<file path="src/rtl/karatsuba_pkg.sv">
// Shared types and helpers for the Karatsuba sequential multiplier.
package karatsuba_pkg;

   typedef enum logic [2:0] {
      IDLE,
      Z0,
      Z2,
      Z1,
      COMB,
      SGN
   } kara_state_t;

   function automatic int kara_latency(input int width);
      return 3 * (width / 2 + 1) + 2;
   endfunction

endpackage

</file>
<file path="src/rtl/karatsuba_shift_mul.sv">
// N x N unsigned shift-add multiplier; loads in one edge, then needs exactly N run cycles.
module karatsuba_shift_mul #(
   parameter int N = 9
) (
   input  logic           clk,
   input  logic           rst_n,
   input  logic           load,
   input  logic           run,
   input  logic [N-1:0]   x,
   input  logic [N-1:0]   y,
   output logic [2*N-1:0] result,
   output logic           done
);
   localparam int CW = $clog2(N + 1);

   logic [2*N-1:0] acc;
   logic [2*N-1:0] mcand;
   logic [N-1:0]   mplier;
   logic [CW-1:0]  cnt;
   logic [2*N-1:0] partial;

   // result is the accumulator plus this cycle's partial product, so it is the
   // full product during the final run cycle when done is high.
   assign partial = mplier[0] ? mcand : '0;
   assign result  = acc + partial;
   assign done    = run && (cnt == CW'(1));

   always_ff @(posedge clk or negedge rst_n) begin
      if (!rst_n) begin
         acc    <= '0;
         mcand  <= '0;
         mplier <= '0;
         cnt    <= '0;
      end else if (load) begin
         acc    <= '0;
         mcand  <= {{N{1'b0}}, x};
         mplier <= y;
         cnt    <= CW'(N);
      end else if (run && (cnt != '0)) begin
         acc    <= result;
         mcand  <= mcand << 1;
         mplier <= mplier >> 1;
         cnt    <= cnt - CW'(1);
      end
   end

endmodule

</file>
<file path="src/rtl/karatsuba_seq_mul.sv">
// One-level Karatsuba multiplier: three half-width sub-products on a shared
// shift-add unit, then combine and sign fix-up.
//
// state | meaning
// IDLE  | waiting for start
// Z0    | al*bl on the sub-multiplier
// Z2    | ah*bh on the sub-multiplier
// Z1    | (al+ah)*(bl+bh) on the sub-multiplier
// COMB  | z2<<W + (z1-z2-z0)<<H + z0 into comb_q
// SGN   | apply sign, done pulse; start here chains the next operation
module karatsuba_seq_mul
   import karatsuba_pkg::*;
#(
   parameter int WIDTH = 16
) (
   input  logic               clk,
   input  logic               rst_n,
   input  logic               start,
   input  logic               signed_mode,
   input  logic [WIDTH-1:0]   a,
   input  logic [WIDTH-1:0]   b,
   output logic [2*WIDTH-1:0] product,
   output logic               busy,
   output logic               done
);
   localparam int H = WIDTH / 2;
   localparam int N = H + 1;

   kara_state_t state, state_nxt;

   logic [WIDTH-1:0]   mag_a, mag_b;
   logic [WIDTH-1:0]   op_a, op_b;
   logic               sign_q;
   logic [2*N-1:0]     z0, z1, z2;
   logic [2*WIDTH-1:0] comb_nxt, comb_q, result, product_q;
   logic               accept;
   logic               mul_load, mul_run, mul_done;
   logic [N-1:0]       mul_x, mul_y;
   logic [2*N-1:0]     mul_result;

   assign mag_a = (signed_mode && a[WIDTH-1]) ? (~a + WIDTH'(1)) : a;
   assign mag_b = (signed_mode && b[WIDTH-1]) ? (~b + WIDTH'(1)) : b;

   always_comb begin
      state_nxt = state;
      accept    = 1'b0;
      mul_load  = 1'b0;
      mul_x     = '0;
      mul_y     = '0;
      unique case (state)
         IDLE: if (start) begin
            accept    = 1'b1;
            state_nxt = Z0;
         end
         Z0: if (mul_done) begin
            state_nxt = Z2;
            mul_load  = 1'b1;
            mul_x     = {1'b0, op_a[WIDTH-1:H]};
            mul_y     = {1'b0, op_b[WIDTH-1:H]};
         end
         Z2: if (mul_done) begin
            state_nxt = Z1;
            mul_load  = 1'b1;
            mul_x     = {1'b0, op_a[H-1:0]} + {1'b0, op_a[WIDTH-1:H]};
            mul_y     = {1'b0, op_b[H-1:0]} + {1'b0, op_b[WIDTH-1:H]};
         end
         Z1: if (mul_done) state_nxt = COMB;
         COMB: state_nxt = SGN;
         SGN: begin
            state_nxt = IDLE;
            if (start) begin
               accept    = 1'b1;
               state_nxt = Z0;
            end
         end
         default: state_nxt = IDLE;
      endcase
      if (accept) begin
         mul_load = 1'b1;
         mul_x    = {1'b0, mag_a[H-1:0]};
         mul_y    = {1'b0, mag_b[H-1:0]};
      end
   end

   assign mul_run = (state == Z0) || (state == Z2) || (state == Z1);

   karatsuba_shift_mul #(.N(N)) u_shift_mul (
      .clk    (clk),
      .rst_n  (rst_n),
      .load   (mul_load),
      .run    (mul_run),
      .x      (mul_x),
      .y      (mul_y),
      .result (mul_result),
      .done   (mul_done)
   );

   // Evaluated modulo 2^(2*WIDTH): the true product fits, so the wrap in the
   // middle term cancels exactly and the wider intermediate is not needed.
   assign comb_nxt = ((2*WIDTH)'(z2) << WIDTH)
                   + (((2*WIDTH)'(z1) - (2*WIDTH)'(z2) - (2*WIDTH)'(z0)) << H)
                   + (2*WIDTH)'(z0);

   assign result  = sign_q ? (~comb_q + (2*WIDTH)'(1)) : comb_q;
   assign product = (state == SGN) ? result : product_q;
   assign busy    = (state != IDLE);
   assign done    = (state == SGN);

   always_ff @(posedge clk or negedge rst_n) begin
      if (!rst_n) begin
         state     <= IDLE;
         op_a      <= '0;
         op_b      <= '0;
         sign_q    <= 1'b0;
         z0        <= '0;
         z1        <= '0;
         z2        <= '0;
         comb_q    <= '0;
         product_q <= '0;
      end else begin
         state <= state_nxt;
         if (accept) begin
            op_a   <= mag_a;
            op_b   <= mag_b;
            sign_q <= signed_mode & (a[WIDTH-1] ^ b[WIDTH-1]);
         end
         if (state == Z0 && mul_done) z0 <= mul_result;
         if (state == Z2 && mul_done) z2 <= mul_result;
         if (state == Z1 && mul_done) z1 <= mul_result;
         if (state == COMB) comb_q <= comb_nxt;
         if (state == SGN) product_q <= result;
      end
   end

endmodule

</file>
<file path="config.mk">
export PLATFORM = sky130hd
export DESIGN_NAME = karatsuba_seq_mul
export DESIGN_NICKNAME = d
export VERILOG_FILES = /design/src/rtl/karatsuba_pkg.sv /design/src/rtl/karatsuba_shift_mul.sv /design/src/rtl/karatsuba_seq_mul.sv
export SDC_FILE = /design/constraint.sdc
export NUM_CORES = 1
export LEC_CHECK = 0
export ABC_CLOCK_PERIOD_IN_PS = 5800
export BUFFER_PORTS_ARGS = -buffer_cell sky130_fd_sc_hd__buf_2
export CAP_MARGIN = 20
export CORE_ASPECT_RATIO = 0.6
export CORE_MARGIN = 5
export CORE_UTILIZATION = 40
export CTS_CLUSTER_SIZE = 16
export DETAILED_ROUTE_END_ITERATION = 12
export GPL_TIMING_DRIVEN = 0
export MAX_ROUTING_LAYER = met4
export REMOVE_ABC_BUFFERS = 1
export SLEW_MARGIN = 20
export SYNTH_ARGS = -nofsm -noshare
export SYNTH_HDL_FRONTEND = slang
export SYNTH_SLANG_ARGS = --single-unit
</file>
<file path="constraint.sdc">
create_clock -name clk -period 5.8 [get_ports clk]
set_clock_uncertainty 0.15 [all_clocks]
set_input_delay 0.58 -clock clk [delete_from_list [all_inputs] [get_ports clk]]
set_output_delay 0.58 -clock clk [all_outputs]
set_load 0.01 [all_outputs]
</file>
==> results of run 1 <==
-- cell type report --
type                            instances  area (um^2)
Tap cell                              450          563
Inverter                               83          312
Timing Repair Buffer                  105          756
Fill cell                            3136        17100
Sequential cell                       203         5080
Clock inverter                         11          185
Multi-Input combinational cell       1183         8030
Clock buffer                           29          658
-- timing repair --
item                       4_1_cts  5_1_grt
gates resized for setup         33       36
hold endpoints to repair        48        0
buffers inserted                 9        9
hold buffers                     1        0
setup endpoints to repair       14        9
pin swaps                        8       31
-- critical path, stage by stage (launching register included) --
cell	delay (ps)
dfrtp_1	380
ha_1	340
nor2b_2	170
o31a_1	340
o41ai_4	330
o21ai_2	120
a21oi_1	140
nor2_1	70
nor2_1	140
xnor2_1	100
ha_1	330
and4_4	200
nand2_1	110
nand3b_1	160
a221oi_4	400
nor2_1	90
o21ai_1	140
a21oi_1	80
ha_1	340
ha_4	250
a21oi_2	180
o21ai_4	110
a31oi_4	140
o211ai_1	110
a31o_2	260
xnor2_1	180
xnor2_1	130
o21ai_0	80
-- layer usage --
layer,GRT usage (%),up-vias
li1,-,5459
met1,29.1,5241
met2,24.7,207
met3,3.17,38
met4,2.90,0
met5,-,-
-- Yosys cell counts, drive strengths merged, types with 22 or more instances --
cell type and count:
xnor2 75, nor3 24, nand2 235, nor2 88, inv 83, nand3 22, ha 118, a21oi 111
and2 23, a21o 28, clkbuf 50, o21ai 182, xor2 54, dfrtp 203
-- through the flow --
stage / area (um^2) / std cells / TNS, ps / util [%]
CTS: 15400 / 2055 / 0 / 47.1
floorplan: 13100 / 1469 / -191 / -
detailed placement: 14400 / 2005 / -9220 / 44.0
global placement: 14100 / 1988 / -50350 / 43.0
finish: 15600 / 2064 / 0 / 47.7
global route: 15600 / 2064 / -1100 / 47.7
-- path summary, 6_finish.rpt --
path / from / endpoint / slack, ps
worst max-delay path: z1[2] / comb_q[31] / 80
worst min-delay path: a[0] / op_a[0] / 180
worst max register to register: z1[2] / comb_q[31] / 80
worst min register to register: product_q[18] / product_q[18] / 330
max in group asynchronous: rst_n / u_shift_mul.acc[7] / 3920
min in group asynchronous: rst_n / product_q[30] / 410
-- cell families after synthesis --
group,count (synthesis)
simple gates,460
fa+ha+maj,126
mux,24
flops,203
buf+inv,136
compound gates,444
xor+xnor,129
-- state kept, by name, indices dropped and copies added, names as in the netlist, 16 cells and up --
signal             count
comb_q                32
z0                    18
op_a                  16
product_q             32
z1                    18
u_shift_mul.mcand     18
op_b                  16
u_shift_mul.acc       18
z2                    18
==> results.cfg, run 1 <==
[drt]
viasPerCell = 5.30
num_vias = 10900
drt-met1-wl_um = 18100
drt_pre_antenna_iters = 5
first_iter_violations = 823
post-route-drc-count = 0
highest_layer = met4
wire_per_inst_um = 16.2
wl_um = 33400
wl_met3_um = 1660
drtAntennaViolNets = 0
wl_met2_um = 13000

[logic_synthesis]
synth_top_family_by_area = compound AO/OA/AOI/OAI gates
synthSimpleGateAreaFrac_pct = 15.5
synth_top_area_share_pct = 38.1
yosys_warnings = 0
synthTopCellsByArea = dfrtp_1 (38%), ha_1 (11%), o21ai_0 (6.7%)
synth-async-reset-ratio_pct = 100
synth_edf_count = 0
synthFlopType = dfrtp_1
synthAdderAreaFrac_pct = 12.3
ys_types = 69
synth-xor-area-share_pct = 8.47
ys_ff_latch = 203
synth_compound_area_share_pct = 19.9
synth_area_per_cell_um2 = 8.77
syn_area_um2 = 13300
synthCells = 1522
synthMuxAreaShare_pct = 1.96
ys_seq_area_share_pct = 38.1
yosys.area.top_type = dfrtp_1

[global_route]
grt_first_pass_wirelength_um = 55000
overflow = 0
grt_start_max_net_pins = 84
antenna_found_initial = 0
grt_pass1_vias = 10400
grtUsageTotal_pct = 18.4

[cells_and_area]
layout_common_cells = nand2_1 (232), dfrtp_1 (201), o21ai_0 (166)
area_delta_synth_final_pct = 16.8
final_common_cell = nand2_1
drive_gt1_share_pct = 13.7
diodes = 0
nets = 1760

[clock_tree]
clockRootBuffer = clkbuf_16
clk_pin_slew_ps = 60
insertion_delay_ps = 530
clock_sinks = 203
cts_buffer_depth = 3
cts_tree = done
h-tree-depth = 1
numCtsBuffers = 22

[place]
place_ws_ps = -1300
gp_congestion = 0.870
hpwlAfterDp_um = 25100
place.port_buffers = 69

[sta]
period_needed_ps = 5720
slew_violations = 0
hold_viol = 0
hold_ws_ps = 177
layout_setup_ws_ps = 82.0
setup_violations = 0
worst_pin_slew_ps = 982
fmax_mhz = 175
grt_setup_unrepaired = yes
final.period_utilization_pct = 98.6
relSlewSlack_pct = 34.6

[floorplanning]
die_x_um = 246
die_area_um2 = 37200
io_pins = 70
coreArea_um2 = 32700
placementRows = 51
dieHeight_um = 151
initial_core_util_pct = 40.8

[worst_setup_path]
critical_path.max_fanout = 5
crit_required_ps = 6040
critPathArrivalTime_ps = 5960
setup.worst_path.class = flip-flop to flip-flop
critPathCaptureType = flip-flop
r2r_cells = 27
start_kind = flip-flop

[run_status]
status = finished clean

[run]
max_cap_viol_count = 0

[hold_path]
hold_path.class = primary input to flip-flop
hold_depth = 3
Power of run 1 is not shown: default switching activity piles up to over one toggle a cycle in this logic, so the estimate is an artifact.
==> run 2: changes to the inputs <==
--- a/config.mk
+++ b/config.mk
@@ -16,6 +16,7 @@
 export GPL_TIMING_DRIVEN = 0
 export MAX_ROUTING_LAYER = met4
 export REMOVE_ABC_BUFFERS = 1
+export SETUP_SLACK_MARGIN = 0.1
 export SLEW_MARGIN = 20
 export SYNTH_ARGS = -nofsm -noshare
 export SYNTH_HDL_FRONTEND = slang
==> run 2 against run 1 <==
Routed wire length up 0.41%. Critical path depth did not move. Via count rose by 0.24%.
==> results.cfg, run 2 (synthesis results as in run 1) <==
[global_route]
grtUsageTotal_pct = 18.4
overflow = 0
grt_first_pass_wirelength_um = 54900
grt_pass1_vias = 10400
grt_start_max_net_pins = 84
antenna_found_initial = 0

[floorplanning]
dieHeight_um = 151
die_area_um2 = 37200
io_pins = 70
initial_core_util_pct = 40.8
placementRows = 51
die_x_um = 246
coreArea_um2 = 32700

[cells_and_area]
area_delta_synth_final_pct = 17.9
diodes = 0
largestRegisters = comb_q: 32 flops, product_q: 32 flops
nets = 1763
layout_common_cells = nand2_1 (232), dfrtp_1 (200), o21ai_0 (165)
final_common_cell = nand2_1
drive_gt1_share_pct = 14.8

[clock_tree]
numCtsBuffers = 22
clk_pin_slew_ps = 60
insertion_delay_ps = 520
cts_tree = done
clock_sinks = 203
clockRootBuffer = clkbuf_16
cts_buffer_depth = 3
h-tree-depth = 1

[place]
place_ws_ps = -1300
hpwlAfterDp_um = 25100
place.port_buffers = 69
gp_congestion = 0.870

[sta]
hold_viol = 0
period_needed_ps = 5610
worst_pin_slew_ps = 976
fmax_mhz = 178
relSlewSlack_pct = 34.9
slew_violations = 0
setup_violations = 0
final.period_utilization_pct = 96.8
grt_setup_unrepaired = yes
layout_setup_ws_ps = 186

[hold_path]
hold_depth = 3
hold_path.class = primary input to flip-flop

[run_status]
status = finished clean

[worst_setup_path]
r2r_cells = 27
critPathCaptureType = flip-flop
critical_path.max_fanout = 4
start_kind = flip-flop
setup.worst_path.class = flip-flop to flip-flop
critPathArrivalTime_ps = 5850
crit_required_ps = 6040

[drt]
num_vias = 11000
drt_pre_antenna_iters = 5
first_iter_violations = 826
drtAntennaViolNets = 0
wl_um = 33500
wire_per_inst_um = 16.2
viasPerCell = 5.31
post-route-drc-count = 0

[run]
max_cap_viol_count = 0
==> run 2: layer usage <==
metal	up-vias	GRT usage (%)	wire length, um	part of all wire [%]
li1	5479	-	-	-
met1	5257	29.2	18300	55
met2	202	24.5	13100	39
met3	33	3.17	1590	4.7
met4	0	2.90	501	1.5
met5	-	-	0	0
==> run 2: final timing paths <==
kind | start | to | slack [ps]
hold reg to reg | product_q[18] | product_q[18] | 330
max in group asynchronous | rst_n | z2[1] | 3900
min in group asynchronous | rst_n | product_q[30] | 410
setup / recovery | z1[2] | comb_q[31] | 190
hold / removal | a[0] | op_a[0] | 180
setup reg to reg | z1[2] | comb_q[31] | 190
==> run 2: timing repair <==
| action | CTS | global route |
|---|---|---|
| gates resized for setup | 46 | 43 |
| hold endpoints to repair | 48 | 0 |
| hold buffers | 1 | 0 |
| buffers inserted | 15 | 6 |
| pin swaps | 18 | 35 |
| setup endpoints to repair | 15 | 10 |
==> run 2: worst max-delay path: stages (launching register included) <==
cell,delay [ps]
dfrtp_1,390
ha_1,350
nor2b_2,170
o31a_1,300
o41ai_4,340
o21ai_2,100
a21oi_1,160
nor2_1,60
nor2_1,120
xnor2_1,140
ha_1,280
nor2b_2,170
o21ai_2,140
nand3b_1,170
a221oi_4,400
nor2_1,70
o21ai_1,130
a21oi_1,80
ha_1,330
ha_4,310
nand3_1,100
nor2_2,180
nand3_2,100
o211ai_1,210
a31o_2,210
xnor2_2,120
xnor2_1,120
o21ai_0,80
==> run 2: stage by stage <==
step	instances	hold slack [ps]	utilization [%]	area, um^2	setup TNS (ps)
final	2067	182	48.2	15700	0
after global placement	1988	315	43.0	14100	-50350
after detailed placement	2005	321	44.0	14400	-9220
after CTS	2061	164	47.5	15500	0
after floorplan	1469	134	-	13100	-191
after global routing	2067	195	48.2	15700	-517
==> run 2: area by class of cell <==
type	count	area [um^2]
clock buffer	29	658
sequential	203	5080
fill	3114	16900
timing repair buffer	108	778
multi-input combinational	1183	8150
tap	450	563
inverter	83	312
clock inverter	11	185
Power of run 2 is left out for the same reason.
==> run 3: changes to the inputs <==
--- a/config.mk
+++ b/config.mk
@@ -5,6 +5,7 @@
 export SDC_FILE = /design/constraint.sdc
 export NUM_CORES = 1
 export LEC_CHECK = 0
+export ABC_AREA = 1
 export ABC_CLOCK_PERIOD_IN_PS = 5800
 export BUFFER_PORTS_ARGS = -buffer_cell sky130_fd_sc_hd__buf_2
 export CAP_MARGIN = 20
==> run 3 against run 2 <==
Core utilization down 2.1 points. Register-to-register slack better by 80 ps. Cell area up 3.0%.
==> results.cfg, run 3 <==
[hold_path]
hold_depth = 3
hold_path.class = primary input to flip-flop

[clock_tree]
clock_sinks = 203
clk_pin_slew_ps = 60
cts_tree = done
numCtsBuffers = 22
insertion_delay_ps = 530
clockRootBuffer = clkbuf_16
h-tree-depth = 1
cts_buffer_depth = 3

[floorplanning]
coreArea_um2 = 35200
io_pins = 70
die_area_um2 = 39900
die_x_um = 254
dieHeight_um = 157
placementRows = 53
initial_core_util_pct = 40.7

[logic_synthesis]
yosys_warnings = 0
synthFlopType = dfrtp_1
yosys.area.top_type = dfrtp_1
synthCells = 1911
synth_edf_count = 0
synthTopCellsByArea = dfrtp_1 (35%), nand2_1 (12%), ha_1 (10%)
synth-async-reset-ratio_pct = 100
syn_area_um2 = 14300
netlist_top_cells_count = nand2_1 (477), inv_1 (219), dfrtp_1 (203)
ys_ff_latch = 203
synth_area_per_cell_um2 = 7.50
synth_top_area_share_pct = 35.4
ys_seq_area_share_pct = 35.4
ys_types = 58
yosysMostFrequentCell = nand2_1

[power]
vdd_drop_max_mv = 0.323
power_density_nw_per_um2 = 677
total_leakage_power_nw = 8.06
design_power_total_mw = 11.0

[global_route]
grt_use_met3_pct = 4.30
grt_first_pass_wirelength_um = 66900
antenna_found_initial = 0
grt_pass1_vias = 11900
grtUsageTotal_pct = 21.4
grt_start_max_net_pins = 88
grt_use_met2_pct = 24.6
overflow = 0
top_usage_layer = met1
use_met1_pct = 37.0

[cells_and_area]
drive_gt1_share_pct = 10.3
area_delta_synth_final_pct = 13.0
final_common_cell = nand2_1
nets = 2130
fill_cells = 3532
stdcell_area_um2 = 16200
layout_common_cells = nand2_1 (474), inv_1 (219), dfrtp_1 (203)
final_core_util_pct = 46.0
diodes = 0
largestRegisters = comb_q: 32 flops, product_q: 32 flops

[run]
max_cap_viol_count = 0

[drt]
viasPerCell = 5.32
drtAntennaViolNets = 0
wl_um = 41700
wire_per_inst_um = 17.0
num_vias = 13000
first_iter_violations = 1250
post-route-drc-count = 0
drt_pre_antenna_iters = 5

[sta]
slew_violations = 0
worst_pin_slew_ps = 914
setup_violations = 0
relSlewSlack_pct = 39.0
tns_ps = 0
fmax_mhz = 181
period_needed_ps = 5530
final.period_utilization_pct = 95.4
hold_viol = 0
grt_setup_unrepaired = yes

[worst_setup_path]
critPathArrivalTime_ps = 5790
crit_required_ps = 6060
crit_top_cell = nand2_1
setup.worst_path.class = flip-flop to flip-flop
r2r_cells = 28
critical_path.max_fanout = 5
start_kind = flip-flop
critPathCaptureType = flip-flop
cp_slowest_stage_delay_ps = 410
cp_slowest_cell = dfrtp_1

[place]
place.port_buffers = 69
gp_congestion = 0.954
hpwlAfterDp_um = 32400
placed_area_um2 = 15200

[run_status]
status = finished clean
==> run 3: cell count changes after synthesis, moves of 17 or more <==
cell,before,now
nand2_1,235,477
inv_1,83,219
nand3_1,22,122
nor2_1,88,132
xnor2_1,75,33
a21o_1,28,7
clkbuf_1,50,29
and2_1,22,2
mux2_2,17,0
or2_2,2,19
==> run 3: metal layers <==
layer  part of all wire [%]  wire [um]
met3                    8.0       3340
met1                     57      23600
met5                      0          0
met2                     34      14300
met4                    1.1        453
==> run 3: final timing paths <==
kind                               start            end  slack, ps
min in group asynchronous          rst_n        op_a[0]        380
hold / removal                     a[15]       op_a[15]        180
hold reg to reg            product_q[28]  product_q[28]        320
max in group asynchronous          rst_n      comb_q[6]       4350
setup / recovery                   z2[2]     comb_q[28]        270
setup reg to reg                   z2[2]     comb_q[28]        270
==> run 3: timing repair <==
item,CTS,global route
buffers inserted,0,5
hold buffers,1,0
pin swaps,0,9
endpoints found under the hold margin,40,0
gates resized for setup,7,37
endpoints found under the setup margin,5,10
==> run 3: critical path: cells and delay by family (launching register included) <==
kind	cells	cell delay, ps
adder cells (fa/ha/maj)	4	1280
AND/OR/NAND/NOR	15	1930
AO/OA/AOI/OAI	5	1050
buffers and inverters	2	150
flip-flops	1	410
XOR/XNOR	2	430
==> run 3: cells by family (layout without fill, tap and decap cells) <==
| family | count (synthesis) | in the layout | share of synthesized area [%] |
|---|---|---|---|
| buffers and inverters | 275 | 348 | 7.50 |
| XOR/XNOR | 97 | 97 | 5.93 |
| AO/OA/AOI/OAI | 392 | 392 | 15.4 |
| adder cells (fa/ha/maj) | 126 | 126 | 11.4 |
| flip-flops | 203 | 203 | 35.4 |
| AND/OR/NAND/NOR | 818 | 818 | 24.3 |
==> run 3: where the power goes <==
group / internal, mW / total [mW] / switching (mW)
Combinational: 2.49 / 7.07 / 4.58
Sequential: 1.93 / 2.38 / 0.447
Clock: 0.919 / 1.52 / 0.606
==> run 3: area by class of cell <==
cell class / instances / area [um^2] / share of cell area (%)
Multi-Input combinational cell: 1433 / 8380 / 51.7
Clock inverter: 10 / 125 / 0.772
Inverter: 228 / 856 / 5.28
Tap cell: 467 / 584 / 3.61
Clock buffer: 30 / 652 / 4.02
Timing Repair Buffer: 80 / 526 / 3.24
Sequential cell: 203 / 5080 / 31.4
==> run 3: per-stage QoR <==
stage / setup WS [ps] / instances / hold slack [ps]
2_1_floorplan: 1150 / 1864 / 134
3_3_place_gp: -318 / 2400 / 304
3_5_place_dp: -259 / 2405 / 309
4_1_cts: 110 / 2446 / 162
5_1_grt: 22.6 / 2451 / 178
6_report: 268 / 2451 / 182
Power figures use the tool's default switching activity.
